<file path="src/rtl/dmem_arbiter.sv">
// Two-port arbiter in front of the single-ported data memory.
// Each access runs IDLE -> ISSUE -> RESP; out-of-range addresses skip ISSUE.
module dmem_arbiter #(
   parameter int ADDR_W     = 32,
   parameter int DEPTH      = 128,
   parameter int FIXED_PRIO = 0,
   parameter int MAX_WAIT   = 4
) (
   input  logic              clk,
   input  logic              reset_n,
   input  logic              a_req,
   input  logic              a_we,
   input  logic [ADDR_W-1:0] a_addr,
   input  logic [31:0]       a_wdata,
   output logic [31:0]       a_rdata,
   output logic              a_ack,
   output logic              a_err,
   input  logic              b_req,
   input  logic              b_we,
   input  logic [ADDR_W-1:0] b_addr,
   input  logic [31:0]       b_wdata,
   output logic [31:0]       b_rdata,
   output logic              b_ack,
   output logic              b_err,
   output logic [ADDR_W-1:0] mem_addr,
   output logic              mem_we,
   output logic              mem_re,
   output logic [31:0]       mem_data,
   output logic              mem_hold,
   input  logic [31:0]       mem_q
);

   typedef enum logic [1:0] {
      IDLE  = 2'd0,
      ISSUE = 2'd1,
      RESP  = 2'd2
   } state_t;

   localparam int                CNT_W   = $clog2(MAX_WAIT + 1);
   localparam logic [CNT_W-1:0]  CNT_MAX = CNT_W'(MAX_WAIT);
   localparam logic [ADDR_W-1:0] LIMIT   = ADDR_W'(DEPTH);

   state_t            r_state;
   state_t            w_next;
   logic              r_sel_b;
   logic              r_we;
   logic              r_err;
   logic              r_last_b;
   logic              r_hold;
   logic [ADDR_W-1:0] r_addr;
   logic [31:0]       r_wdata;
   logic [CNT_W-1:0]  r_cnt;

   logic              w_grant;
   logic              w_pick_b;
   logic              w_sel_we;
   logic [ADDR_W-1:0] w_sel_addr;
   logic [31:0]       w_sel_wdata;
   logic              w_sel_oor;
   logic [CNT_W-1:0]  w_cnt_next;
   logic              w_resp;
   logic [31:0]       w_rdata;

   // Winner selection; ties go to the round-robin pointer or, in fixed mode, to A unless B has starved
   always_comb begin
      w_grant  = 1'b0;
      w_pick_b = 1'b0;
      if ((r_state == IDLE) && (a_req || b_req)) begin
         w_grant = 1'b1;
         if (a_req && b_req) begin
            if (FIXED_PRIO != 0) begin
               w_pick_b = (r_cnt == CNT_MAX);
            end else begin
               w_pick_b = ~r_last_b;
            end
         end else begin
            w_pick_b = b_req;
         end
      end else begin
         w_grant  = 1'b0;
         w_pick_b = 1'b0;
      end
   end

   // Fields of the selected requester and the starvation counter update
   always_comb begin
      w_sel_we    = w_pick_b ? b_we    : a_we;
      w_sel_addr  = w_pick_b ? b_addr  : a_addr;
      w_sel_wdata = w_pick_b ? b_wdata : a_wdata;
      w_sel_oor   = (w_sel_addr >= LIMIT);
      w_cnt_next  = r_cnt;
      if (w_pick_b || !b_req) begin
         w_cnt_next = {CNT_W{1'b0}};
      end else if (r_cnt != CNT_MAX) begin
         w_cnt_next = r_cnt + CNT_W'(1);
      end else begin
         w_cnt_next = r_cnt;
      end
   end

   // Next-state decode
   always_comb begin
      w_next = r_state;
      case (r_state)
         IDLE: begin
            if (w_grant) begin
               w_next = w_sel_oor ? RESP : ISSUE;
            end else begin
               w_next = IDLE;
            end
         end
         ISSUE:   w_next = RESP;
         RESP:    w_next = IDLE;
         default: w_next = IDLE;
      endcase
   end

   // State, latched transaction and arbitration history
   always_ff @(posedge clk or negedge reset_n) begin
      if (!reset_n) begin
         r_state  <= IDLE;
         r_sel_b  <= 1'b0;
         r_we     <= 1'b0;
         r_err    <= 1'b0;
         r_last_b <= 1'b1;
         r_hold   <= 1'b0;
         r_addr   <= {ADDR_W{1'b0}};
         r_wdata  <= 32'h0000_0000;
         r_cnt    <= {CNT_W{1'b0}};
      end else begin
         r_state <= w_next;
         r_hold  <= (w_next != ISSUE);
         if (w_grant) begin
            r_sel_b  <= w_pick_b;
            r_we     <= w_sel_we;
            r_err    <= w_sel_oor;
            r_last_b <= w_pick_b;
            r_addr   <= w_sel_addr;
            r_wdata  <= w_sel_wdata;
            r_cnt    <= w_cnt_next;
         end
      end
   end

   // Read data is taken straight from the memory's registered output during RESP
   assign w_resp  = (r_state == RESP);
   assign w_rdata = (w_resp && !r_we && !r_err) ? mem_q : 32'h0000_0000;

   assign mem_addr = r_addr;
   assign mem_data = r_wdata;
   assign mem_we   = (r_state == ISSUE) &  r_we;
   assign mem_re   = (r_state == ISSUE) & ~r_we;
   assign mem_hold = r_hold;

   assign a_ack   = w_resp & ~r_sel_b;
   assign b_ack   = w_resp &  r_sel_b;
   assign a_err   = a_ack & r_err;
   assign b_err   = b_ack & r_err;
   assign a_rdata = a_ack ? w_rdata : 32'h0000_0000;
   assign b_rdata = b_ack ? w_rdata : 32'h0000_0000;

endmodule

</file>
<file path="config.mk">
export PLATFORM = sky130hd
export DESIGN_NAME = dmem_arbiter
export DESIGN_NICKNAME = d
export VERILOG_FILES = /design/src/rtl/dmem_arbiter.sv
export SDC_FILE = /design/constraint.sdc
export NUM_CORES = 1
export LEC_CHECK = 0
export ABC_AREA = 1
export ABC_CLOCK_PERIOD_IN_PS = 3000
export BUFFER_PORTS_ARGS = -buffer_cell sky130_fd_sc_hd__clkbuf_2
export CORE_AREA = 2 2 117 119
export DETAILED_ROUTE_END_ITERATION = 8
export DIE_AREA = 0 0 119 121
export SYNTH_ARGS = -nofsm -noshare
export SYNTH_HDL_FRONTEND = slang
export SYNTH_SLANG_ARGS = --single-unit
export TNS_END_PERCENT = 100
</file>
<file path="constraint.sdc">
create_clock -name clk -period 3 [get_ports clk]
set_clock_uncertainty 0.2 [all_clocks]
set_input_delay 0.6 -clock clk [delete_from_list [all_inputs] [get_ports clk]]
set_output_delay 0.6 -clock clk [all_outputs]
set_load 0.05 [all_outputs]
</file>
==> impl_metrics.toml <==
[synth]
synth.cell_area_mm2 = 0.00391
yosysWarningCount = 0
synth_area_leader_cell = "dfrtp_1"
synth_seq_area_share_pct = 45.5
yosys_most_used_dff = "dfrtp_1"
synth-simple-area-share_pct = 32.4
synth_adder_area_share_pct = 0
async_flop_share_pct = 100
synth_top_family_by_area = "simple AND/OR/NAND/NOR gates"
synth_mux_area_share_pct = 0
avgSynthCellArea_um2 = 6.83
postSynthCellCount = 572
netlist.area_leader.share_pct = 44.8
synth_area_leaders = "dfrtp_1 (45%), nand2_1 (15%), nor2_1 (13%)"
syn_nets = 738
synth_xor_area_share_pct = 0
synth-compound-area-share_pct = 14.1
synth_seq_cells = 71
yosysUniqueCellTypes = 23
synth-edff-count = 0

[power]
powerDensity_mw_per_mm2 = 718
p_leak_nw = 3.31
vdd_drop_max_mv = 0.323
totalPowerFinal_w = 0.00432

[die]
die_area_mm2 = 0.0144
die_h_um = 121
die_x_um = 119
num_rows = 42
pin_count = 301
core_mm2 = 0.0131
start_util_pct = 29.9

[sta]
setup_viol_count_final = 0
final.min_clock_period_ns = 2.79
finalHoldViolations = 0
tns_ns = 0
rsz0062_at_grt = "no"
worst_pin_slew_ns = 0.927
drv_slew = 0
fmax_mhz = 358
relSlewSlack_pct = 38.2
final.period_utilization_pct = 93.1

[cells_and_area]
drive_gt1_share_pct = 39.4
nNetsFinal = 1022
post-route-util_pct = 46.0
syn_to_final_growth_pct = 54.0

[critical_path]
path_delay_family = "buffers and inverters"
path_cells = "nor2_1 -> inv_1 -> nor3_4 -> buf_4 -> nand2_1 -> nor2_1 -> clkbuf_2"
worstSetupPathType = "reg2out"
worstPathRequired_ns = 2.20
crit_path_top_delay_cell = "dfrtp_1"
reg2reg_depth = 12
worstPathBufferInverterCount = 3
cp_slowest_stage_delay_ns = 0.42
arrival_ns = 1.99
worst_path_most_repeated_cell = "nor2_1"
cp_num_cells = 7
startpoint_type = "flop"
setup.worst_path.end_class = "output pin"
cp_max_fo = 32

[clock_tree]
clk_latency_ns = 0.33
cts_made_buffers = 9
clk_pin_slew_worst_paths_ns = 0.06
clockBufferDepth = 2
post_cts_buffers = 0
cts_tree = "built"
clock-root-buffer = "clkbuf_16"
cts.sinks = 71
htree_levels = 3
cts_hold_buffers = 0
cts_resized = 0

[global_routing]
grt_pass1_vias = 4589
grt_pass1_wl_um = 23500
grt_max_degree = 72
grtUsageTotal_pct = 20.9
grt.overflow.total = 0
antenna_found_initial = 1

[drt]
drc = 0
dr_total_vias = 4807
routed_via_density = 4.63
drt_iter0_markers = 200
drtAntennaViolNets = 0
routed_wl_um = 15400
drt-wirelength-per-cell_um = 14.8
firstDrtPassIters = 4

[status]
outcome = "finished, final reports clean"

[place]
io_buffer_count = 300
gp_congestion = 0.916
post-dp-hpwl_um = 11900

[min_path]
hold_path.class = "in2async"

[job]
drv_cap = 0
==> final timing paths <==
check,startpoint,end,slack (ns)
max in group asynchronous,reset_n,mem_data[31],1.78
worst min-delay path,reset_n,mem_addr[15],0.19
worst min register to register,r_last_b,r_last_b,0.27
min in group clk,r_last_b,r_last_b,0.27
worst max register to register,r_last_b,mem_hold,0.73
worst max-delay path,r_state[0],a_rdata[2],0.21
==> final cells by class <==
type,count,area (um^2)
inverters,36,135
flip-flops and latches,71,1780
fillers,1396,7070
diodes,1,2.50
clock buffers,10,239
repair buffers,314,1700
well taps,176,220
clock inverters,6,108
multi-input cells,424,1830
==> kinds of logic (layout without fill, tap and decap cells) <==
| kind of cell | Yosys count | in the layout |
|---|---|---|
| flops | 71 | 71 |
| compound gates | 107 | 107 |
| other cells | 0 | 1 |
| simple gates | 317 | 317 |
| buf+inv | 77 | 366 |
==> power by group <==
group	leakage, nW	total [W]	switching, W	internal [W]
clock network	0.168	0.00124	0.000412	0.000832
registers	0.809	0.00128	0.000118	0.00116
logic	2.33	0.00180	0.00138	0.000417
==> per-layer routing <==
metal  share of wire [%]  wire length [um]  GRT usage, %
met4                 2.6               396          8.11
met2                  50              7750          37.9
met3                 7.2              1110          5.03
met1                  40              6100          23.7
met5                   0                 0             0
==> cells in the mapped netlist, types with 2 or more instances <==
library cell,count
clkbuf_1,23
a21oi_1,78
o21ai_0,16
nor2_1,131
a31oi_1,11
nand2_1,159
nor3_1,2
buf_2,16
dfrtp_1,70
inv_2,2
nand4_1,20
inv_1,33
==> flip-flops by register name, summed over array words and instances, names as in the netlist <==
name and flops:
r_we 1, r_err 1, mem_addr 32, r_state 2, mem_hold 1, mem_data 32
r_last_b 1, r_sel_b 1
==> layout by cell type, fill, tap and decap left out, types with 3 or more instances in the layout <==
master     synthesis  final
clkbuf_2           0    293
nand2_1          159    159
nor2_1           131    131
a21oi_1           78     78
dfrtp_1           70     70
inv_1             33     32
nand4_1           20     20
o21ai_0           16     16
buf_4              1     15
a31oi_1           11     11
clkbuf_16          0      9
buf_12             0      6
inv_2              2      3
bufinv_16          0      3
==> worst register-to-register path, delay by kind of cell, from the launching register on <==
family / cells / cell delay [ns]
buffers and inverters: 2 / 0.32
DFF: 1 / 0.53
and+or+nand+nor: 10 / 1.10
==> stage by stage <==
stage                     worst slack, ns  instance area [um^2]  std cells  hold WS [ns]
after floorplan                     0.344                  3910        572         0.104
after global placement              0.519                  5670       1021         0.257
after detailed placement            0.490                  5670       1021         0.268
after CTS                           0.158                  6010       1037         0.241
after global routing               0.0205                  6020       1038         0.281
final                               0.206                  6020       1038         0.191
No activity file was read; power rests on OpenSTA's default activity.
